==> src/rtl/fetch_decode_pkg.sv <==
// Shared cpu15 front-end definitions: field widths, opcodes, instruction layout, sequencer states.
package fetch_decode_pkg;

  localparam int unsigned OP_W   = 4;
  localparam int unsigned REG_W  = 3;
  localparam int unsigned DATA_W = 8;
  localparam int unsigned CNT_W  = 16;

  typedef enum logic [3:0] {
    OP_MOV = 4'h0,
    OP_ADD = 4'h1,
    OP_SUB = 4'h2,
    OP_AND = 4'h3,
    OP_OR  = 4'h4,
    OP_SL  = 4'h5,
    OP_SR  = 4'h6,
    OP_SRA = 4'h7,
    OP_LDL = 4'h8,
    OP_LDH = 4'h9,
    OP_CMP = 4'hA,
    OP_JE  = 4'hB,
    OP_JMP = 4'hC,
    OP_LD  = 4'hD,
    OP_ST  = 4'hE,
    OP_HLT = 4'hF
  } opcode_e;

  // Instruction word: [14:11] op, [10:8] regA, [7:5] regB, [4:0] low immediate bits.
  // The 8-bit immediate/address is {rb, imm_lo}.
  typedef struct packed {
    logic [OP_W-1:0]  op;
    logic [REG_W-1:0] ra;
    logic [REG_W-1:0] rb;
    logic [4:0]       imm_lo;
  } insn_t;

  typedef enum logic [2:0] {
    ST_IDLE   = 3'd0,
    ST_FETCH  = 3'd1,
    ST_DECODE = 3'd2,
    ST_EXEC   = 3'd3,
    ST_WB     = 3'd4,
    ST_HALT   = 3'd5
  } fd_state_e;

endpackage

==> src/rtl/fetch_decode_fd_seq.sv <==
// Instruction sequencer: FETCH->DECODE->EXEC->WB FSM, ROM latency wait counter, EX/WB strobes.
// Optional SINGLE_STEP_EN: one instruction per rising edge of step.
module fetch_decode_fd_seq
  import fetch_decode_pkg::*;
#(
  parameter int unsigned PC_W    = 8,
  parameter int unsigned ROM_LAT = 1
) (
  input  logic            clk,
  input  logic            reset,
  input  logic            run,
`ifdef SINGLE_STEP_EN
  input  logic            step,
`endif
  input  logic [PC_W-1:0] p_count,
  input  logic [OP_W-1:0] op_code,
  output logic [PC_W-1:0] rom_addr,
  output logic            ex_en,
  output logic            wb_en,
  output logic            halted,
  output logic            ir_load_c,
  output logic            retire_c
);

  localparam int unsigned WAIT_W = (ROM_LAT > 1) ? $clog2(ROM_LAT) : 1;
  localparam logic [WAIT_W-1:0] WAIT_LAST = WAIT_W'(ROM_LAT - 1);

  fd_state_e         state;
  logic [WAIT_W-1:0] wait_cnt;
  logic              start_c;
  logic              cont_c;

`ifdef SINGLE_STEP_EN
  logic step_q;

  // Registered copy of step for rising-edge detection
  always_ff @(posedge clk or posedge reset) begin
    if (reset) step_q <= 1'b0;
    else       step_q <= step;
  end

  assign start_c = run & step & ~step_q;
  assign cont_c  = 1'b0;
`else
  assign start_c = run;
  assign cont_c  = run;
`endif

  // Strobe the IR capture on the final ROM wait cycle; retire on EXEC->WB or on HLT decode
  assign ir_load_c = (state == ST_FETCH) && (wait_cnt == WAIT_LAST);
  assign retire_c  = (state == ST_EXEC) || ((state == ST_DECODE) && (op_code == OP_HLT));

  // Sequencer FSM with registered address, strobes and halt flag
  always_ff @(posedge clk or posedge reset) begin
    if (reset) begin
      state    <= ST_IDLE;
      wait_cnt <= '0;
      rom_addr <= '0;
      ex_en    <= 1'b0;
      wb_en    <= 1'b0;
      halted   <= 1'b0;
    end else begin
      ex_en <= 1'b0;
      wb_en <= 1'b0;
      case (state)
        ST_IDLE: begin
          if (start_c) begin
            state    <= ST_FETCH;
            wait_cnt <= '0;
            rom_addr <= p_count;
          end
        end
        ST_FETCH: begin
          if (wait_cnt == WAIT_LAST) state    <= ST_DECODE;
          else                       wait_cnt <= wait_cnt + WAIT_W'(1);
        end
        ST_DECODE: begin
          if (op_code == OP_HLT) begin
            state  <= ST_HALT;
            halted <= 1'b1;
          end else begin
            state <= ST_EXEC;
            ex_en <= 1'b1;
          end
        end
        ST_EXEC: begin
          state <= ST_WB;
          wb_en <= 1'b1;
        end
        ST_WB: begin
          if (cont_c) begin
            state    <= ST_FETCH;
            wait_cnt <= '0;
            rom_addr <= p_count;
          end else begin
            state <= ST_IDLE;
          end
        end
        ST_HALT: state <= ST_HALT;
        default: state <= ST_IDLE;
      endcase
    end
  end

endmodule

==> src/rtl/fetch_decode.sv <==
// cpu15 fetch/decode front end: IR capture, field split and retired-instruction counter.
// Optional macro SINGLE_STEP_EN adds the step input (one instruction per step pulse).
module fetch_decode
  import fetch_decode_pkg::*;
#(
  parameter int unsigned PC_W    = 8,
  parameter int unsigned INSN_W  = 15,
  parameter int unsigned ROM_LAT = 1
) (
  input  logic              clk,
  input  logic              reset,
  input  logic              run,
`ifdef SINGLE_STEP_EN
  input  logic              step,
`endif
  input  logic [PC_W-1:0]   p_count,
  output logic [PC_W-1:0]   rom_addr,
  input  logic [INSN_W-1:0] rom_data,
  output logic [OP_W-1:0]   op_code,
  output logic [REG_W-1:0]  op_a,
  output logic [REG_W-1:0]  op_b,
  output logic [DATA_W-1:0] op_data,
  output logic              ex_en,
  output logic              wb_en,
  output logic              halted,
  output logic [CNT_W-1:0]  insn_cnt
);

  insn_t ir;
  logic  ir_load_c;
  logic  retire_c;

  fetch_decode_fd_seq #(
    .PC_W    (PC_W),
    .ROM_LAT (ROM_LAT)
  ) u_seq (
    .clk       (clk),
    .reset     (reset),
    .run       (run),
`ifdef SINGLE_STEP_EN
    .step      (step),
`endif
    .p_count   (p_count),
    .op_code   (ir.op),
    .rom_addr  (rom_addr),
    .ex_en     (ex_en),
    .wb_en     (wb_en),
    .halted    (halted),
    .ir_load_c (ir_load_c),
    .retire_c  (retire_c)
  );

  // Instruction register, loaded once per fetch
  always_ff @(posedge clk or posedge reset) begin
    if (reset)          ir <= '0;
    else if (ir_load_c) ir <= insn_t'(rom_data);
  end

  // Retired-instruction counter, wraps naturally
  always_ff @(posedge clk or posedge reset) begin
    if (reset)         insn_cnt <= '0;
    else if (retire_c) insn_cnt <= insn_cnt + CNT_W'(1);
  end

  assign op_code = ir.op;
  assign op_a    = ir.ra;
  assign op_b    = ir.rb;
  assign op_data = {ir.rb, ir.imm_lo};

endmodule
==> config.mk <==
export PLATFORM = sky130hd
export DESIGN_NAME = fetch_decode
export DESIGN_NICKNAME = d
export VERILOG_FILES = /design/src/rtl/fetch_decode_pkg.sv /design/src/rtl/fetch_decode_fd_seq.sv /design/src/rtl/fetch_decode.sv
export SDC_FILE = /design/constraint.sdc
export NUM_CORES = 1
export LEC_CHECK = 0
export CAP_MARGIN = 40
export CORE_MARGIN = 5
export CORE_UTILIZATION = 40
export DETAILED_ROUTE_END_ITERATION = 12
export DONT_BUFFER_PORTS = 1
export PLACE_DENSITY_LB_ADDON = 0.2
export REMOVE_ABC_BUFFERS = 1
export SYNTH_ARGS = -nofsm -noshare
export SYNTH_HDL_FRONTEND = slang
export SYNTH_HIERARCHICAL = 1
export SYNTH_SLANG_ARGS = --single-unit
==> constraint.sdc <==
create_clock -name clk -period 2.6 [get_ports clk]
set_input_delay 0.26 -clock clk [delete_from_list [all_inputs] [get_ports clk]]
set_output_delay 0.26 -clock clk [all_outputs]
set_load 0.005 [all_outputs]
Word level (Yosys, flattened, before mapping)
Index checks and enable logic that the tools add are counted.
{"block": "op_classes", "n_addsub": 2, "eq_ne": 9, "mux": 11, "n_bitwise": 1, "reduce_logical": 10}
{"op": "3-bit case mux with 6 select lines", "n": 1}
{"op": "16-bit by 1-bit adder with 16-bit output, second input constant", "n": 1}
{"op": "3-bit two-way mux", "n": 3}
{"op": "2-bit AND reduction", "n": 4}
{"op": "3-bit by 2-bit equality test with 1-bit output, second input constant", "n": 2}
{"op": "3-bit equality test, second input constant", "n": 2}
{"op": "1-bit two-way mux", "n": 6}
{"op": "4-bit equality test, second input constant", "n": 1}
{"op": "2-bit inequality test, second input constant", "n": 2}
{"op": "3-bit by 1-bit equality test with 1-bit output, second input constant", "n": 1}
{"op": "3-bit zero test", "n": 1}
{"op": "1-bit logical AND", "n": 2}
{"op": "2-bit by 1-bit inequality test with 1-bit output, second input constant", "n": 1}
{"op": "1-bit case mux with 2 select lines", "n": 1}
{"op": "2-bit nonzero test", "n": 1}
{"op": "2-bit OR reduction", "n": 1}
{"op": "1-bit adder, second input constant", "n": 1}
{"op": "1-bit logical OR", "n": 1}
{"op": "1-bit inverter", "n": 1}
{"block": "word_totals", "ff_bits": 46, "out_inout_bits": 45, "elab_cells": 44}

Depth between registers and ports, before layout
Gate-level depths: netlist of run 1.
{"block": "logic_depth", "word_depth": 4, "mapped_depth": 6}

Hierarchy
The synthesis of run 1 kept the hierarchy.
{"module": "fetch_decode", "n_inst": 1, "cells_each": 94, "area_each_um2": 1297.5, "seq_area_each_um2": 775.7}
{"module": "fetch_decode_fd_seq", "n_inst": 1, "cells_each": 40, "area_each_um2": 575.6, "seq_area_each_um2": 350.3}

Worst setup path before layout of run 1
OpenSTA, ideal clock, no wires.
{"block": "synth_timing", "path_kind": "flip-flop to flip-flop", "startpoint": "reg u_seq.state[1]", "endpoint": "reg insn_cnt[14]", "setup_ns": 0.079, "arrival_ns": 1.809, "slack_ns": 0.712, "stages_incl_launch_ff": 7, "cell_sequence": "dfrtp_1 -> buf_6 -> or2b_1 -> a21oi_1 -> nand4_1 -> nor4_2 -> xor2_1"}
{"block": "synth_between", "elab_chain_len": 3, "elab_cells_between_ends": 4}
{"item": "start, declared", "line": "fetch_decode_fd_seq.sv:28", "text": "fd_state_e state;"}
{"item": "start signal, assigned", "line": "fetch_decode_fd_seq.sv:56", "text": "state <= ST_IDLE;"}
{"item": "start signal, assigned", "line": "fetch_decode_fd_seq.sv:68", "text": "state <= ST_FETCH;"}
{"item": "start signal, assigned", "line": "fetch_decode_fd_seq.sv:74", "text": "if (wait_cnt == WAIT_LAST) state <= ST_DECODE;"}
{"item": "3-bit by 2-bit equality test with 1-bit output", "line": "fetch_decode_fd_seq.sv:51", "text": "assign retire_c = (state == ST_EXEC) || ((state == ST_DECODE) && (op_code == OP_HLT));"}
{"item": "1-bit logical AND", "line": "fetch_decode_fd_seq.sv:51"}
{"item": "1-bit logical OR *", "line": "fetch_decode_fd_seq.sv:51"}
{"item": "net retire_c", "line": "fetch_decode.sv:31", "text": "logic retire_c;"}
{"item": "end signal, assigned", "line": "fetch_decode.sv:62", "text": "else if (retire_c) insn_cnt <= insn_cnt + CNT_W'(1);"}
{"item": "end, declared", "line": "fetch_decode.sv:26", "text": "output logic [CNT_W-1:0] insn_cnt"}
The timed path passes the listed nets; every way through them passes the cells marked *.
A chain may end at the register's enable or synchronous reset.

Worst setup path in the final report of run 1
{"block": "layout_timing", "startpoint": "reg u_seq.state[1]", "endpoint": "reg insn_cnt[15]"}
Same word-level chain as after synthesis.

==> results.py, run 1 <==
metrics = {
    "critical_path": {
        "path_max_fanout": 7,
        "cpLargestDelayFamily": "simple AND/OR/NAND/NOR gates",
        "worst_ep_arrival_time_ns": 2.11,
        "critical_path_class": "flop to flop",
        "path_cells": "or2b_1, a21oi_1, buf_4, nand4_4, nor4_1, xor2_1",
        "worst_path_max_delay_cell": "dfrtp_1",
        "crit_buf_inv": 1,
        "cp.required_ns": 2.82,
        "worstSetupEndpointType": "flop",
        "cpPeakStageDelay_ns": 0.51,
        "crit_path_start_kind": "flop",
    },
    "global_route": {
        "grt_pass1_vias": 1111,
        "grt_first_pass_wirelength_mm": 5.93,
        "grt_antenna_before_repair": 0,
        "grt_usage": 0.123,
        "grt_max_degree": 32,
        "grt-ovfl-total": 0,
    },
    "sta": {
        "finalCritPeriodShare": 0.727,
        "rsz0062_at_grt": "false",
        "slew_headroom": 0.671,
        "drv_slew": 0,
        "setup_viol": 0,
        "hold_viol": 0,
        "setup_ws_ns": 0.709,
        "tightest_slew_ns": 0.493,
        "setup-tns-final_ns": 0,
        "finalClockSkew_ns": 0.00576,
        "layout_min_cycle_time_ns": 1.89,
        "max_freq_mhz": 529,
    },
    "synth": {
        "synth-seq-cells": 45,
        "synth_top_area_frac": 0.601,
        "synth_cell_types": 28,
        "avgSynthCellArea_um2": 14.0,
        "synthesis.area_mm2": 0.00187,
        "synthTopCellsByArea": "dfrtp_1, mux2_2, xor2_1, xnor2_1, nand4_4",
        "ys_seq_area_frac": 0.601,
        "netlist.top_cell.by_area": "dfrtp_1",
        "syn_inst": 134,
        "ys_warn_count": 6,
    },
    "cts": {
        "htree_levels": 2,
        "cts_inserted_buffers": 5,
        "cts_tree": "yes",
        "root_buffer": "clkbuf_8",
        "clockBufferDepth": 2,
        "worst_setup_hold_path_clk_slew_ns": 0.08,
        "clkLatencyLatePin_ns": 0.29,
        "post_cts_buffers": 0,
        "clock_sinks": 45,
    },
    "drt": {
        "drt_pass1_iterations": 4,
        "vias_per_cell": 5.36,
        "wl_mm": 3.46,
        "via_count": 1023,
        "dr.first_iter.drc_count": 44,
        "wl_per_cell_um": 18.1,
        "drc_errors": 0,
        "drtAntennaViolNets": 0,
    },
    "outcome": {
        "status": "finished clean",
    },
    "placement": {
        "place_inst": 183,
        "post-dp-hpwl_mm": 2.63,
        "io_buffers": 0,
        "dp_worst_setup_slack_ns": 0.707,
        "gp_congestion": 0.709,
    },
    "finish": {
        "multi_input_area_um2": 694,
        "layout_commonest_cell": "dfrtp_1",
        "stdcell_count": 191,
        "n_antenna_cell": 0,
        "utilization": 0.454,
        "nNetsFinal": 166,
        "seqCellArea_mm2": 0.00113,
        "final_cell_mix": "dfrtp_1, mux2_2, xor2_1",
        "area_growth_pct": 7.82,
        "fillers": 404,
        "drive_gt1_frac": 0.288,
    },
    "pwr": {
        "power_density_mw_per_mm2": 1110,
        "vdd_drop_max_mv": 0.521,
        "p_leak_nw": 0.920,
        "power_w": 0.00225,
    },
    "die": {
        "rows": 24,
        "die_h_um": 78.4,
        "initial_core_util": 0.421,
        "die_area_mm2": 0.00615,
        "die_w_um": 78.4,
        "io_pins": 71,
        "fp.coreArea_mm2": 0.00444,
    },
    "run": {
        "maxCapViolations": 0,
    },
    "hold_path": {
        "hp-class": "input port to flop",
    },
}
==> metal layers <==
layer | GRT usage | part of all wire | vias to the layer above
li1 | - | - | 469
met1 | 0.150 | 0.42 | 513
met2 | 0.200 | 0.49 | 35
met3 | 0.0458 | 0.069 | 6
met4 | 0.0455 | 0.015 | 0
met5 | 0 | 0 | -
==> worst paths after layout <==
path | startpoint | endpoint | slack (ns) | depth (start not counted)
setup / recovery | u_seq/state[1] | insn_cnt[15] | 0.71 | 6
hold / removal | run | u_seq/state[0] | 0.11 | 1
setup reg to reg | u_seq/state[1] | insn_cnt[15] | 0.71 | 6
hold reg to reg | insn_cnt[15] | insn_cnt[15] | 0.50 | 1
max in group asynchronous | reset | op_data[3] | 1.78 | 3
min in group asynchronous | reset | u_seq/rom_addr[5] | 0.48 | 2
==> cell type report <==
cell class	count	area share
Inverter	4	0.00743
Clock buffer	7	0.0428
Multi-Input combinational cell	79	0.344
Timing Repair Buffer	4	0.0161
Tap cell	52	0.0322
Sequential cell	45	0.558
==> cells in the mapped netlist (all sizes together) <==
| cell | number |
|---|---|
| inv | 4 |
| o31ai | 1 |
| clkbuf | 1 |
| nor2 | 4 |
| and3 | 1 |
| a21o | 1 |
| nor3b | 3 |
| nand4 | 7 |
| xor2 | 11 |
| nand2 | 8 |
| nor4 | 4 |
| buf | 5 |
| o22ai | 1 |
| a21oi | 1 |
| nor3 | 3 |
| mux2i | 1 |
| dfrtp | 45 |
| xnor2 | 5 |
| o31a | 1 |
| ha | 1 |
| mux2 | 24 |
| and2 | 1 |
| or2b | 1 |
==> kinds of logic (layout without fill, tap and decap cells) <==
family | after synthesis | after routing | synth area share
DFF | 45 | 45 | 0.601
AOI/OAI and AO/OA | 5 | 5 | 0.0194
xor gates and xnor gates | 16 | 16 | 0.0748
buffers and inverters | 10 | 15 | 0.0307
and+or+nand+nor | 32 | 32 | 0.118
muxes | 25 | 25 | 0.150
adders and majority gates | 1 | 1 | 0.00668
==> stage by stage <==
| stage | cell area [um^2] | hold slack, ns |
|---|---|---|
| after floorplan | 1830 | 0.149 |
| after global placement | 1920 | 0.198 |
| after detailed placement | 1920 | 0.207 |
| after CTS | 2020 | 0.0987 |
| after global routing | 2020 | 0.0764 |
| final | 2020 | 0.107 |
==> repair_timing <==
action / in CTS / in global routing
hold buffers: 1 / 0
gates resized for setup: 0 / 0
endpoints found under the hold margin: 45 / 0
==> report_power, final <==
| group | leakage [nW] | switching [W] | total (W) | internal (W) |
|---|---|---|---|---|
| logic | 0.313 | 0.000211 | 0.000555 | 0.000344 |
| registers | 0.563 | 0.000301 | 0.00127 | 0.000968 |
| clock network | 0.0443 | 0.000214 | 0.000424 | 0.000211 |
| total | 0.920 | 0.000726 | 0.00225 | 0.00152 |
==> flip-flops by register name, summed over array words and instances (netlist names) <==
register / count
insn_cnt: 16
u_seq/rom_addr: 8
op_data: 5
op_code: 4
op_a: 3
op_b: 3
u_seq/state: 3
u_seq/ex_en: 1
u_seq/halted: 1
u_seq/wb_en: 1
Power figures use the tool's default switching activity.
==> run 2: changes to the inputs <==
- clock period: 2.6 -> 1.64 ns (I/O delays scaled with it)
==> run 2 against run 1 <==
  * Sequential power rose by 50%
  * First-iteration DRC count grew 59%
  * Largest cell class unchanged
  * Global-route usage up 0.31 points
  * Critical endpoint is now insn_cnt[9]
  * Via count rose by 6.1%
  * Setup slack got worse by 0.68 ns
  * Final cell count rose by 7.3%
  * Wire length grew 7.0%
==> results.py, run 2 (synthesized netlist as in run 1, its figures left out) <==
metrics = {
    "drt": {
        "via_count": 1085,
        "vias_per_cell": 5.29,
        "wl_per_cell_um": 18.1,
        "wl_mm": 3.70,
        "dr.first_iter.drc_count": 70,
        "drc_errors": 0,
        "drt_pass1_iterations": 3,
        "drtAntennaViolNets": 0,
    },
    "die": {
        "fp.coreArea_mm2": 0.00444,
        "die_h_um": 78.4,
        "die_area_mm2": 0.00615,
        "die_w_um": 78.4,
        "io_pins": 71,
        "rows": 24,
        "initial_core_util": 0.421,
    },
    "sta": {
        "layout_min_cycle_time_ns": 1.61,
        "max_freq_mhz": 622,
        "finalCritPeriodShare": 0.980,
        "finalClockSkew_ns": 0.00731,
        "hold_viol": 0,
        "tightest_slew_ns": 0.502,
        "setup_ws_ns": 0.0332,
        "setup-tns-final_ns": 0,
        "drv_slew": 0,
        "rsz0062_at_grt": "true",
        "slew_headroom": 0.665,
        "setup_viol": 0,
    },
    "placement": {
        "io_buffers": 0,
        "gp_congestion": 0.757,
        "placed_area_mm2": 0.00203,
        "dp_worst_setup_slack_ns": -0.000373,
        "post-dp-hpwl_mm": 2.71,
    },
    "cts": {
        "clkLatencyLatePin_ns": 0.29,
        "root_buffer": "clkbuf_8",
        "worst_setup_hold_path_clk_slew_ns": 0.08,
        "cts_tree": "yes",
        "htree_levels": 2,
        "clock_sinks": 45,
        "cts_inserted_buffers": 5,
        "clockBufferDepth": 2,
        "post_cts_buffers": 0,
    },
    "critical_path": {
        "r2r_slack_ns": 0.03,
        "cp.required_ns": 1.85,
        "path_max_fanout": 4,
        "worstSetupEndpointType": "flop",
        "critical_path_class": "flop to flop",
        "crit_start": "u_seq/state[2]",
        "r2r_cells": 7,
        "worst_ep_arrival_time_ns": 1.81,
        "crit_path_start_kind": "flop",
        "reg2reg_to": "insn_cnt[9]",
        "reg2reg_from": "u_seq/state[2]",
    },
    "finish": {
        "largest_reg_flops": 16,
        "n_antenna_cell": 0,
        "area_growth_pct": 16.6,
        "drive_gt1_frac": 0.386,
        "design_area_mm2": 0.00218,
        "layout_commonest_cell": "dfrtp_1",
        "nNetsFinal": 179,
        "fillers": 403,
        "final_cell_mix": "dfrtp_1, mux2_2, buf_4",
        "largest-register": "insn_cnt",
    },
    "pwr": {
        "p_clk_frac": 0.169,
        "p_sw_frac": 0.320,
        "p_switching_w": 0.00121,
        "internal_power_w": 0.00257,
        "power_density_mw_per_mm2": 1730,
        "pwr-share-seq": 0.506,
        "vdd_drop_max_mv": 0.780,
        "combPwrFrac": 0.325,
        "p_leak_nw": 1.02,
    },
    "hold_path": {
        "hp-class": "input port to flop",
        "worstHoldEndpoint": "op_data[4]",
        "worstHoldStart": "rom_data[4]",
        "min_path_cells": 1,
    },
    "global_route": {
        "grt_usage": 0.126,
        "grt_max_degree": 32,
        "grt_antenna_before_repair": 0,
        "grt_first_pass_wirelength_mm": 6.20,
        "grt-ovfl-total": 0,
        "grt_pass1_vias": 1193,
    },
    "outcome": {
        "status": "finished clean",
    },
    "run": {
        "maxCapViolations": 0,
    },
}
[run 2: cell count changes in the layout (fill, tap and decap cells not counted), sizes merged]
cell         change
dlygate4sd3      +1
clkinv           +2
buf             +12
clkbuf           -1
[run 2: final cells by class]
class / instances / area (um^2) / area share
multi-input combinational: 79 / 747 / 0.342
inverter: 4 / 15.0 / 0.00687
clock buffer: 6 / 72.6 / 0.0332
tap: 52 / 65.1 / 0.0298
timing repair buffer: 17 / 149 / 0.0682
clock inverter: 2 / 10.0 / 0.00458
sequential: 45 / 1130 / 0.515
[run 2: worst max-delay path by stage]
stage | end | slack, ns | cells past startpoint
floorplan | op_a[0] | -0.61 | 2
global placement | insn_cnt[15] | 0.03 | 6
detailed placement | insn_cnt[9] | -0.0004 | 7
CTS | insn_cnt[15] | -0.006 | 6
global route | insn_cnt[6] | -0.07 | 7
finish | insn_cnt[9] | 0.03 | 7
[run 2: through the flow]
step	util	hold WS, ns	cells	total power [W]
after floorplan	-	0.0532	128	0.00266
after global placement	0.456	0.104	195	0.00312
after detailed placement	0.456	0.110	195	0.00318
after CTS	0.479	0.0125	205	0.00384
after global routing	0.492	0.00132	205	0.00406
final	0.492	0.0214	205	0.00377
[run 2: timing repair]
action,in CTS,in global routing
endpoints found under the hold margin,46,0
pin swaps,1,4
hold buffers,2,0
endpoints found under the setup margin,2,8
gates resized for setup,0,10
[run 2: power by group through the flow]
stage | combinational, W | clock [W] | sequential (W)
6_report | 0.00123 | 0.000639 | 0.00191
5_1_grt | 0.00135 | 0.000732 | 0.00197
4_1_cts | 0.00124 | 0.000671 | 0.00193
3_5_place_dp | 0.00124 | 0 | 0.00194
3_3_place_gp | 0.00119 | 0 | 0.00193
2_1_floorplan | 0.000747 | 0 | 0.00191
[run 2: critical path: stages (launching register included)]
cell	delay, ns
dfrtp_1	0.38
or2b_1	0.23
a21oi_1	0.12
buf_4	0.14
nand4_4	0.13
buf_6	0.18
nor3_4	0.18
xor2_1	0.18
[run 2: routing by layer]
metal	vias to the layer above	share of wire	GRT usage
li1	498	-	-
met1	550	0.40	0.158
met2	33	0.52	0.207
met3	4	0.071	0.0446
met4	0	0.0078	0.0367
met5	-	0	0
==> run 3: changes to the inputs <==
- SLEW_MARGIN: not set -> 10
==> results of run 3 <==
Same layout as run 2: the final DEF is identical, and so are final timing and power.
